--- config.mk ---
export PLATFORM = sky130hd
export DESIGN_NAME = cla_multicycle_adder
export DESIGN_NICKNAME = d
export VERILOG_FILES = /design/src/rtl/cla_multicycle_adder.sv
export SDC_FILE = /design/constraint.sdc
export NUM_CORES = 1
export LEC_CHECK = 0
export CAP_MARGIN = 25
export CORE_MARGIN = 1.5
export CORE_UTILIZATION = 40
export CTS_BUF_LIST = sky130_fd_sc_hd__clkbuf_16
export DETAILED_ROUTE_END_ITERATION = 6
export PLACE_DENSITY = 0.68
export SETUP_SLACK_MARGIN = 0.1
export SYNTH_ARGS = -nofsm -noshare
export SYNTH_HDL_FRONTEND = slang
export SYNTH_SLANG_ARGS = --single-unit
--- constraint.sdc ---
create_clock -name clk -period 2.82 [get_ports clk]
set_clock_uncertainty 0.05 [all_clocks]
set_input_delay 0.564 -clock clk [delete_from_list [all_inputs] [get_ports clk]]
set_output_delay 0.564 -clock clk [all_outputs]
set_load 0.05 [all_outputs]
--- src/rtl/cla_multicycle_adder.sv ---
// Multi-cycle block carry-lookahead adder.
// Resolves one GROUP-bit slice per clock with valid/ready on both sides.
module cla_multicycle_adder #(
    parameter int WIDTH = 16,
    parameter int GROUP = 4
) (
    input  logic             clk,
    input  logic             rst,
    input  logic             in_valid,
    output logic             in_ready,
    input  logic [WIDTH-1:0] a,
    input  logic [WIDTH-1:0] b,
    input  logic             cin,
    output logic             out_valid,
    input  logic             out_ready,
    output logic [WIDTH-1:0] sum,
    output logic             cout,
    output logic             ovf
);

    localparam int NG = WIDTH / GROUP;
    localparam int IW = (NG > 1) ? $clog2(NG) : 1;

    typedef enum logic [1:0] {
        IDLE,
        CALC,
        DONE
    } state_t;

    state_t           r_state;
    logic [WIDTH-1:0] r_a;
    logic [WIDTH-1:0] r_b;
    logic [WIDTH-1:0] r_sum;
    logic [IW-1:0]    r_idx;
    logic             r_carry;
    logic             r_cout;
    logic             r_ovf;
    logic             r_out_valid;
    logic             r_in_ready;

    logic [GROUP-1:0] w_ga;
    logic [GROUP-1:0] w_gb;
    logic [GROUP-1:0] w_p;
    logic [GROUP-1:0] w_g;
    logic [GROUP-1:0] w_c;
    logic [GROUP-1:0] w_s;
    logic             w_gp;
    logic             w_gg;
    logic             w_gco;
    logic             w_last;

    always_comb begin
        w_ga = '0;
        w_gb = '0;
        for (int k = 0; k < NG; k++) begin
            if (r_idx == IW'(k)) begin
                w_ga = r_a[k*GROUP +: GROUP];
                w_gb = r_b[k*GROUP +: GROUP];
            end
        end
        w_p = w_ga ^ w_gb;
        w_g = w_ga & w_gb;
        w_c = '0;
        w_c[0] = r_carry;
        for (int i = 0; i < GROUP - 1; i++) begin
            w_c[i+1] = w_g[i] | (w_p[i] & w_c[i]);
        end
        w_s = w_p ^ w_c;
        // Group P/G are carry-independent; only the final OR sees the carry-in
        w_gp = &w_p;
        w_gg = 1'b0;
        for (int i = 0; i < GROUP; i++) begin
            w_gg = w_g[i] | (w_p[i] & w_gg);
        end
        w_gco = w_gg | (w_gp & r_carry);
    end

    assign w_last = (r_idx == IW'(NG - 1));

    always_ff @(posedge clk) begin
        if (rst) begin
            r_state     <= IDLE;
            r_a         <= '0;
            r_b         <= '0;
            r_sum       <= '0;
            r_idx       <= '0;
            r_carry     <= 1'b0;
            r_cout      <= 1'b0;
            r_ovf       <= 1'b0;
            r_out_valid <= 1'b0;
            r_in_ready  <= 1'b1;
        end else begin
            unique case (r_state)
                IDLE: begin
                    if (in_valid) begin
                        r_a        <= a;
                        r_b        <= b;
                        r_carry    <= cin;
                        r_idx      <= '0;
                        r_in_ready <= 1'b0;
                        r_state    <= CALC;
                    end
                end
                CALC: begin
                    for (int k = 0; k < NG; k++) begin
                        if (r_idx == IW'(k)) begin
                            r_sum[k*GROUP +: GROUP] <= w_s;
                        end
                    end
                    r_carry <= w_gco;
                    r_idx   <= r_idx + IW'(1);
                    if (w_last) begin
                        // w_c[GROUP-1] is c[WIDTH-1] on the top group
                        r_cout      <= w_gco;
                        r_ovf       <= w_gco ^ w_c[GROUP-1];
                        r_out_valid <= 1'b1;
                        r_state     <= DONE;
                    end
                end
                DONE: begin
                    if (out_ready) begin
                        r_out_valid <= 1'b0;
                        r_in_ready  <= 1'b1;
                        r_state     <= IDLE;
                    end
                end
                default: begin
                    r_state <= IDLE;
                end
            endcase
        end
    end

    assign in_ready  = r_in_ready;
    assign out_valid = r_out_valid;
    assign sum       = r_sum;
    assign cout      = r_cout;
    assign ovf       = r_ovf;

endmodule
# Word level (Yosys, flattened, before mapping)
# Index checks and enable logic that the tools add are counted.
[classes]
n_addsub = 1
mul = 0
div = 0
order_cmp = 0
eq_ne = 8
shifts = 0
mux = 22
n_bitwise = 18
reduce_logical = 15
[op_table]
columns = ["cell", "n"]
rows = [
  ["$mux 4", 8],
  ["$reduce_and 2->1", 6],
  ["$reduce_and 3->1", 3],
  ["$mux 2", 4],
  ["$xor 4x4->4", 2],
  ["$and 1x1->1", 7],
  ["$or 1x1->1", 7],
  ["$eq 2x2->1 const B", 3],
  ["$ne 2x2->1 const B", 3],
  ["$pmux 1 s2", 3],
  ["$pmux 2 s3", 1],
  ["$reduce_bool 2->1", 3],
  ["$mux 1", 5],
  ["$and 4x4->4", 1],
  ["$eq 2x1->1 const B", 2],
  ["$logic_not 2->1", 2],
  ["$pmux 2 s2", 1],
  ["$reduce_and 4->1", 1],
  ["$add 2x1->2 const B", 1],
  ["$xor 1x1->1", 1],
]
[totals]
ff_bits = 57
latchBits = 0
ram_bits = 0
rom_bits = 0
input_bits = 37
out_inout_bits = 20
memories = 0

# Logic depth before layout (Yosys ltp)
# Gate-level depths: netlist (run 1).
[depth]
word_depth = 14
ltp_mapped = 15
mapped_depth_nobuf = 14

# Worst setup path after synthesis (run 1)
# Ideal clock, no wire load.
[synth_path]
path_type = "register -> register"
start = "register r_idx[0]"
end = "register r_ovf, in the netlist ovf"
setup_time_ps = 88
arrival_ps = 2933
slack_ps = -251
path_stages_with_launch = 15
path_buffers = 1
cell_sequence = "dfxtp_1 -> inv_1 -> ha_1 -> buf_2 -> inv_2 -> nor2_1 -> a311oi_1 -> a21oi_1 -> fa_1 -> inv_1 -> fa_1 -> inv_1 -> fa_1 -> or3_1 -> a311oi_2"
[synth_between]
elab_chain_len = 14
word_cells_on_any_way = 31
classes_between = "eq/ne (3); mux (8); bitwise (17); reduce/logical (3)"
[synth_rtl]
columns = ["element", "line", "rtl"]
rows = [
  ["from (decl)", "34", "logic [IW-1:0] r_idx;"],
  ["from (signal assigned)", "111", "r_idx <= r_idx + IW'(1);"],
  ["$logic_not 2->1", "56", "if (r_idx == IW'(k)) begin"],
  ["$mux 4 (4 in series)", "56", ""],
  ["$xor 4x4->4 / $and 4x4->4 (equally long branches)", "61, 62", ""],
  ["$and 1x1->1", "73", "w_gg = w_g[i] | (w_p[i] & w_gg);"],
  ["$or 1x1->1", "73", ""],
  ["$and 1x1->1", "73", ""],
  ["$or 1x1->1", "73", ""],
  ["$and 1x1->1", "73", ""],
  ["$or 1x1->1", "73", ""],
  ["$or 1x1->1", "75", "w_gco = w_gg | (w_gp & r_carry);"],
  ["$xor 1x1->1", "115", "r_ovf <= w_gco ^ w_c[GROUP-1];"],
  ["to (signal assigned)", "115", ""],
  ["to (decl)", "37", "logic r_ovf;"],
]
# Parallel ways exist; a longest one is shown, timed or not.
# A chain may end at the register's enable or synchronous reset.

# Final worst setup path (run 1)
[layout_path]
start = "register r_idx[1]"
end = "register r_ovf, in the netlist ovf"
# The elaborated chain is that of the path after synthesis.

==> results.toml, run 1 <==
[worst_hold_path]
min_path_type = "flop to flop"

[clocking]
cts_tree = "yes"
cts_hold_buf = 0
cts_max_path_buffers = 2
clock-root-buffer = "clkbuf_16"
clock_latency_ns = 0.32
path_clk_slew_ns = 0.05
numCtsBuffers = 9
cts_num_sinks = 57
cts_max_level = 3

[status]
violations = "negative setup slack"
status = "finished with violations"

[job]
cap_viol_max_count = 0

[synth]
synth.mux.area_fraction_pct = 2.30
syn-num-nets = 370
synth_compound_area_share_pct = 18.8
yosys_register_bits = 57
synth_edf_count = 0
ys_types = 37
synth_area_leaders = "dfxtp_1 44%, nand2_1 13%, a21oi_1 10%"
ys.flop_type = "dfxtp_1"
avgSynthCellArea_um2 = 8.10
synthSimpleGateAreaFrac_pct = 22.3
synth_xor_area_share_pct = 0.336
synth.cells.most_frequent = "88 x nand2_1, 57 x dfxtp_1, 52 x a21oi_1"
yosysWarnings = 0
syn_inst = 322
yosys.area.top_type = "dfxtp_1"
synthArstFlopShare_pct = 0
synth_most_common_cell = "nand2_1"
netlist.area_leader.share_pct = 43.8
synth_adder_area_share_pct = 6.14
synth_top_family_by_area = "simple AND/OR/NAND/NOR gates"
seq_area_frac_synth_pct = 43.8
syn-cell-area_mm2 = 0.00261

[power]
switching_power_mw = 0.516
switching_share_pct = 24.8
p_comb_share_pct = 15.8
internal-power_mw = 1.57
p_per_area_mw_per_mm2 = 575
seqPwrFrac_pct = 42.0
total_power_mw = 2.08
ir_drop_uv = 324
p_leak_nw = 1.35
pwr-share-clk_pct = 42.2

[sta]
hold_viol_final = 0
period_share_pct = 103
min_period_ns = 2.90
slew_viol_final = 0
max_slew_margin_pct = 61.8
rsz0062_at_grt = "yes"
tightestPinTransition_ns = 0.573
setup_violations = 4
fin_ws_ns = -0.0824
fmax_ghz = 0.345

[floorplanning]
core_mm2 = 0.00631
die_area_mm2 = 0.00701
ios = 57
rows = 29
die_w_um = 83.7
start_util_pct = 41.3
dieHeight_um = 83.7

[finish]
syn_to_final_growth_pct = 38.8
diodes = 0
fillers = 610
design_area_mm2 = 0.00362
multi_input_area_mm2 = 0.00139
nets = 431
ff_latch_area_mm2 = 0.00115
fin_util_pct = 57.3
drive_above_1_share_pct = 13.2

[place]
hpwl_mm = 4.37
dpl-instance-area_mm2 = 0.00328
gp_congestion = 0.893
portBuffers = 56
dp_slack_ns = -0.117

[setup_path]
worstPathMaxFanout = 6
crit_arrival_ns = 3.07
crit_type = "flop to flop"
critPathRequiredTime_ns = 2.99
end_kind = "flop"
start_kind = "flop"
r2r_slack_ns = -0.08

[route]
drc = 0
wl_per_cell_um = 13.3
finalWirelength_mm = 6.16
vias_per_cell = 5.10
ant_nets = 0
num_vias = 2356
initialDrtViolationCount = 79
drtPass1Iterations = 4

[grt]
grtUsageTotal_pct = 18.6
antenna_found_initial = 0
overflow = 0
grt_max_degree = 33
grt_pass1_vias = 2270
grt_pass1_wl_mm = 10.4
## worst max-delay path: stages, from the launching register on
cell and delay, ns:
dfxtp_4 0.35, buf_4 0.14, ha_4 0.17, inv_8 0.07, nor2_1 0.06, a311oi_4 0.24
a21oi_2 0.07, fa_2 0.37, inv_2 0.06, fa_2 0.18, inv_2 0.04, fa_2 0.35
or3_4 0.38, a311oi_2 0.28
## layer usage
metal	GRT usage [%]	part of all wire (%)
met5	0	0
met4	9.24	2.3
met2	31.0	47
met3	4.06	3.7
met1	22.8	47
## path summary, 6_finish.rpt
check	startpoint	to	depth (start not counted)
worst max-delay path	r_idx[1]	ovf	13
worst min register to register	r_b[3]	r_b[3]	2
worst min-delay path	r_b[3]	r_b[3]	2
worst max register to register	r_idx[1]	ovf	13
## cell type report
cell class	instances	share of cell area, %
Multi-Input combinational cell	234	38.3
Sequential cell	57	31.7
Timing Repair Buffer	72	19.3
Clock buffer	9	6.22
Tap cell	77	2.66
Inverter	9	1.28
Clock inverter	4	0.415
## what timing repair did
action | CTS | global route
pin swaps | 7 | 0
gates resized for setup | 4 | 5
setup endpoints to repair | 5 | 7
setup buffers | 2 | 1
## flip-flops by register name, indices dropped and copies added, names as in the netlist
register / flops
r_a: 16
r_b: 16
sum: 16
r_idx: 2
r_state: 2
cout: 1
in_ready: 1
out_valid: 1
ovf: 1
r_carry: 1
## kinds of logic (layout without fill, tap and decap cells)
family,after synthesis,count (layout)
compound gates,84,84
simple gates,132,132
flops,57,57
mux,6,6
buf+inv,31,94
fa+ha+maj,11,11
xor+xnor,1,1
## metrics by stage
step           cells  hold slack (ns)  TNS, ns
2_1_floorplan    322            0.386        0
3_3_place_gp     445            0.395  -0.0122
3_5_place_dp     445            0.399   -0.123
4_1_cts          460            0.405  -0.0612
5_1_grt          462            0.428   -0.791
6_report         462            0.404   -0.149
## power by group through the flow
stage | registers [mW] | logic (mW) | clock network, mW
after CTS | 0.875 | 0.321 | 0.899
after floorplan | 0.911 | 0.183 | 0
after detailed placement | 0.890 | 0.315 | 0
after global routing | 0.879 | 0.362 | 0.932
after global placement | 0.889 | 0.309 | 0
final | 0.875 | 0.329 | 0.878
## cell usage in the layout (no fill, tap or decap), types with 3 or more instances in the layout
cell type,n
a211oi_1,8
a21o_1,4
a21oi_1,51
and2_1,3
buf_4,14
clkbuf_16,9
clkdlybuf4s50_1,55
clkinv_1,3
dfxtp_1,55
fa_2,3
ha_1,4
ha_4,3
inv_1,5
mux2i_1,6
nand2_1,88
nand3b_1,8
nor2_1,21
o21ai_0,8
(Power assumes the default switching activity.)
==> run 2, diff against run 1 <==
--- a/config.mk
+++ b/config.mk
@@ -6,10 +6,11 @@
 export NUM_CORES = 1
 export LEC_CHECK = 0
 export CAP_MARGIN = 25
-export CORE_MARGIN = 1.5
+export CORE_MARGIN = 1
 export CORE_UTILIZATION = 40
 export CTS_BUF_LIST = sky130_fd_sc_hd__clkbuf_16
 export DETAILED_ROUTE_END_ITERATION = 6
+export MAX_ROUTING_LAYER = met4
 export PLACE_DENSITY = 0.68
 export SETUP_SLACK_MARGIN = 0.1
 export SYNTH_ARGS = -nofsm -noshare
==> run 2 against run 1 <==
Effect of this change:
- the run now ends clean
- global-route usage up 1.5 points
- utilization up 0.28 points
- via count down 3.8%
- largest power group unchanged
- hold slack better by 0.0018 ns
- count of clock-buffer cells in the layout up 1
- register-to-register slack better by 0.09 ns
- critical path type unchanged
- critical path depth down 1
- setup slack better by 0.092 ns
- power up 4.1%
- sequential power about the same
==> results.toml, run 2 (same netlist as run 1, synthesis figures left out) <==
[finish]
diodes = 0
final_common_cell = "nand2_1"
fin_util_pct = 57.6
final_cell_mix = "88 x nand2_1, 55 x dfxtp_1, 55 x clkdlybuf4s50_1, 50 x a21oi_1, 21 x nor2_1"
nets = 430
fillers = 590
syn_to_final_growth_pct = 39.4
drive_above_1_share_pct = 13.2

[setup_path]
r2r-end = "ovf"
r2r_slack_ns = 0.009
end_kind = "flop"
critPathRequiredTime_ns = 3.00
crit_type = "flop to flop"
start_kind = "flop"
crit_arrival_ns = 2.99
crit_chain = "inv_4, ha_4, nand3b_1, a311oi_4, a21oi_2, fa_2, inv_2, fa_2, inv_2, fa_2, or3_4, a311oi_2"
timing.rr.start = "r_idx[1]"
ff2ff_path_depth = 12
path_buf_inv = 3
slowest_delay_ns = 0.38
path_delay_family = "adder cells"
crit_slowest_cell = "or3_4"
worstPathMaxFanout = 6
crit_top_cell = "fa_2"

[clocking]
cts_tree = "yes"
clock-root-buffer = "clkbuf_16"
path_clk_slew_ns = 0.05
numCtsBuffers = 9
cts_max_level = 3
cts_max_path_buffers = 2
cts_num_sinks = 57
clock_latency_ns = 0.32

[sta]
slew_viol_final = 0
rsz0062_at_grt = "yes"
setup_violations = 0
tightestPinTransition_ns = 0.728
fmax_ghz = 0.356
max_slew_margin_pct = 51.4
hold_viol_final = 0
period_share_pct = 99.7
min_period_ns = 2.81

[worst_hold_path]
min_to = "r_b[3]"
holdCritStartpoint = "r_b[3]"
min_path_type = "flop to flop"
holdPathStages = 2

[grt]
antenna_found_initial = 0
overflow = 0
grt_pass1_wl_mm = 9.78
grtUsageTotal_pct = 20.2
grt_pass1_vias = 2167
grt_max_degree = 42

[status]
status = "complete, no violations"

[floorplanning]
dieHeight_um = 82.7
rows = 29
ios = 57
start_util_pct = 41.3
core_mm2 = 0.00631
die_area_mm2 = 0.00685
die_w_um = 82.7

[route]
drtPass1Iterations = 4
wl_per_cell_um = 12.8
finalWirelength_mm = 5.93
vias_per_cell = 4.89
ant_nets = 0
initialDrtViolationCount = 114
num_vias = 2267
drc = 0

[power]
ir_drop_uv = 384
p_per_area_mw_per_mm2 = 596
total_power_mw = 2.17
p_leak_nw = 1.36

[place]
hpwl_mm = 4.18
portBuffers = 56
gp_congestion = 0.871

[job]
cap_viol_max_count = 0
run 2: changes by cell type in the layout (fill, tap and decap cells not counted), sizes merged:
cell,change
clkbuf,+1
buf,-1
clkinv,+2
run 2: area by class of cell:
cell class                 count  area (µm²)  area share [%]
multi-input combinational    234        1380            38.1
clock buffer                  10         250            6.88
tap                           77        96.3            2.65
clock inverter                 6        22.5           0.619
timing repair buffer          71         688            18.9
sequential                    57        1150            31.6
inverter                       9        46.3            1.27
run 2: worst max path at each step:
stage	start	endpoint	slack, ns	cells past startpoint
floorplan	r_idx[1]	ovf	0.003	13
global placement	r_idx[1]	ovf	-0.01	12
detailed placement	r_idx[1]	ovf	-0.07	12
CTS	r_idx[1]	ovf	0.05	12
global route	r_idx[1]	sum[11]	-0.09	14
finish	r_idx[1]	ovf	0.009	12
run 2: timing repair:
item	in CTS	in global routing
pin swaps	5	1
buffers inserted	0	2
resized for setup	1	8
hold buffers	0	0
setup endpoints to repair	5	9
run 2: layer usage:
metal	wire length, µm	global-route usage [%]	part of all wire, %
met3	217	5.38	3.7
met2	2830	32.5	48
met1	2790	23.7	47
met5	0	-	0
met4	96	8.62	1.6
run 2: power by group:
group | internal, mW | total [mW] | switching, mW
Clock | 0.626 | 0.963 | 0.337
Combinational | 0.158 | 0.331 | 0.172
Sequential | 0.847 | 0.873 | 0.0265
run 2: metrics by stage:
step | setup TNS [ns] | setup WS, ns | instance area [µm²] | hold slack (ns) | instances
after floorplan | 0 | 0.00344 | 2700 | 0.386 | 322
after global placement | -0.0137 | -0.0137 | 3280 | 0.394 | 445
after detailed placement | -0.0715 | -0.0666 | 3280 | 0.399 | 445
after CTS | 0 | 0.0460 | 3570 | 0.405 | 461
after global routing | -0.347 | -0.0889 | 3640 | 0.421 | 464
final | 0 | 0.00939 | 3640 | 0.406 | 464
run 2: worst register-to-register path, cell delays in order, from the launching register on:
cell	delay, ns
dfxtp_4	0.37
inv_4	0.05
ha_4	0.17
nand3b_1	0.20
a311oi_4	0.27
a21oi_2	0.07
fa_2	0.36
inv_2	0.06
fa_2	0.18
inv_2	0.04
fa_2	0.35
or3_4	0.38
a311oi_2	0.18
==> run 3, diff against run 2 <==
--- a/config.mk
+++ b/config.mk
@@ -9,9 +9,10 @@
 export CORE_MARGIN = 1
 export CORE_UTILIZATION = 40
 export CTS_BUF_LIST = sky130_fd_sc_hd__clkbuf_16
+export CTS_CLUSTER_SIZE = 30
 export DETAILED_ROUTE_END_ITERATION = 6
+export DONT_BUFFER_PORTS = 1
 export MAX_ROUTING_LAYER = met4
-export PLACE_DENSITY = 0.68
 export SETUP_SLACK_MARGIN = 0.1
 export SYNTH_ARGS = -nofsm -noshare
 export SYNTH_HDL_FRONTEND = slang
==> run 3 against run 2 <==
Effect of this change:
- die area unchanged
- largest cell class unchanged
- global-route usage down 1.2 points
- combinational power down 34%
- critical path depth unchanged
- critical endpoint unchanged
- hold slack worse by 0.14 ns
- sequential power up 3.7%
- critical path type unchanged
- sequential share of layout area up 6.4 points
==> results.toml, run 3 (same netlist as run 1, synthesis figures left out) <==
[sta]
min_period_ns = 2.80
tightestPinTransition_ns = 0.543
setup_violations = 0
hold_viol_final = 0
fmax_ghz = 0.357
rsz0062_at_grt = "yes"
whs_ns = 0.267
fin_ws_ns = 0.0178
fin_tns_setup_ns = 0
slew_viol_final = 0
period_share_pct = 99.4
max_slew_margin_pct = 63.7

[worst_hold_path]
min_path_type = "primary input to flop"

[setup_path]
end_kind = "flop"
critPathRequiredTime_ns = 3.00
crit_arrival_ns = 2.98
crit_slowest_cell = "dfxtp_4"
start_kind = "flop"
crit_type = "flop to flop"
crit_top_cell = "fa_2"
worstPathMaxFanout = 6
slowest_delay_ns = 0.37
crit_chain = "inv_4, ha_4, nand3b_1, a311oi_4, a21oi_2, fa_2, inv_2, fa_1, inv_1, fa_2, or3_1, a311oi_2"

[grt]
grt_pass1_vias = 1851
antenna_found_initial = 0
grtUsageTotal_pct = 19.0
grt_max_degree = 58
overflow = 0
grt_pass1_wl_mm = 9.07

[place]
portBuffers = 0
gp_congestion = 0.818
hpwl_mm = 4.12
dp_slack_ns = -0.0771
dpl-instance-area_mm2 = 0.00274
dp_cells = 390

[floorplanning]
dieHeight_um = 82.7
ios = 57
start_util_pct = 41.3
die_area_mm2 = 0.00685
rows = 29
core_mm2 = 0.00631
die_w_um = 82.7

[clocking]
cts_tree = "yes"
clock_latency_ns = 0.32
path_clk_slew_ns = 0.05
cts_max_level = 3
cts_hold_buf = 0
numCtsBuffers = 9
cts_num_sinks = 57
clock-root-buffer = "clkbuf_16"
cts_max_path_buffers = 2

[power]
p_leak_nw = 1.13
ir_drop_uv = 530
p_per_area_mw_per_mm2 = 673
total_power_mw = 2.04

[route]
vias_per_cell = 5.15
drc = 0
wl_per_cell_um = 14.5
ant_nets = 0
initialDrtViolationCount = 85
drtPass1Iterations = 4
finalWirelength_mm = 5.92
num_vias = 2097

[job]
cap_viol_max_count = 0

[finish]
nets = 373
design_area_mm2 = 0.00302
diodes = 0
fillers = 647
fin_cells = 407
syn_to_final_growth_pct = 15.9
drive_above_1_share_pct = 14.8
final_cell_mix = "88 x nand2_1, 55 x dfxtp_1, 51 x a21oi_1, 20 x nor2_1, 14 x buf_4"
fin_util_pct = 47.9
final_common_cell = "nand2_1"

[status]
status = "complete, no violations"
[run 3: layer usage]
layer	vias to the layer above	part of all wire [%]	GRT usage [%]	wire, µm
li1	1084	-	-	-
met1	963	48	23.7	2850
met2	46	45	28.3	2690
met3	4	5.2	7.36	306
met4	0	1.2	5.69	70
met5	-	0	-	0
[run 3: worst paths after layout]
path	start	to	slack [ns]	depth (start not counted)
setup / recovery	r_idx[1]	ovf	0.02	12
hold / removal	rst	sum[6]	0.27	1
setup reg to reg	r_idx[1]	ovf	0.02	12
hold reg to reg	r_b[2]	r_b[2]	0.40	2
[run 3: report_power, final]
part | switching (mW) | total [mW] | internal (mW)
Combinational | 0.120 | 0.217 | 0.0977
Sequential | 0.0580 | 0.905 | 0.847
Clock | 0.339 | 0.913 | 0.574
Total | 0.517 | 2.04 | 1.52
[run 3: critical path: cells and delay by family (launching register included)]
family,cells,cell delay (ns)
fa+ha+maj,4,1.02
compound gates,3,0.53
flops,1,0.37
buf+inv,3,0.16
simple gates,2,0.58
[run 3: timing repair]
| item | CTS | global route |
|---|---|---|
| pin swaps | 6 | 1 |
| setup buffers | 1 | 0 |
| resized for setup | 3 | 2 |
| setup endpoints to repair | 5 | 9 |
[run 3: layout make-up]
type                    instances  area [µm²]  area share, %
clock buffers                   9         225           7.45
clock inverters                 7        30.0          0.994
inverters                       9        46.3           1.53
multi-input cells             234        1370           45.3
flip-flops and latches         57        1150           38.0
well taps                      77        96.3           3.19
repair buffers                 14         105           3.48
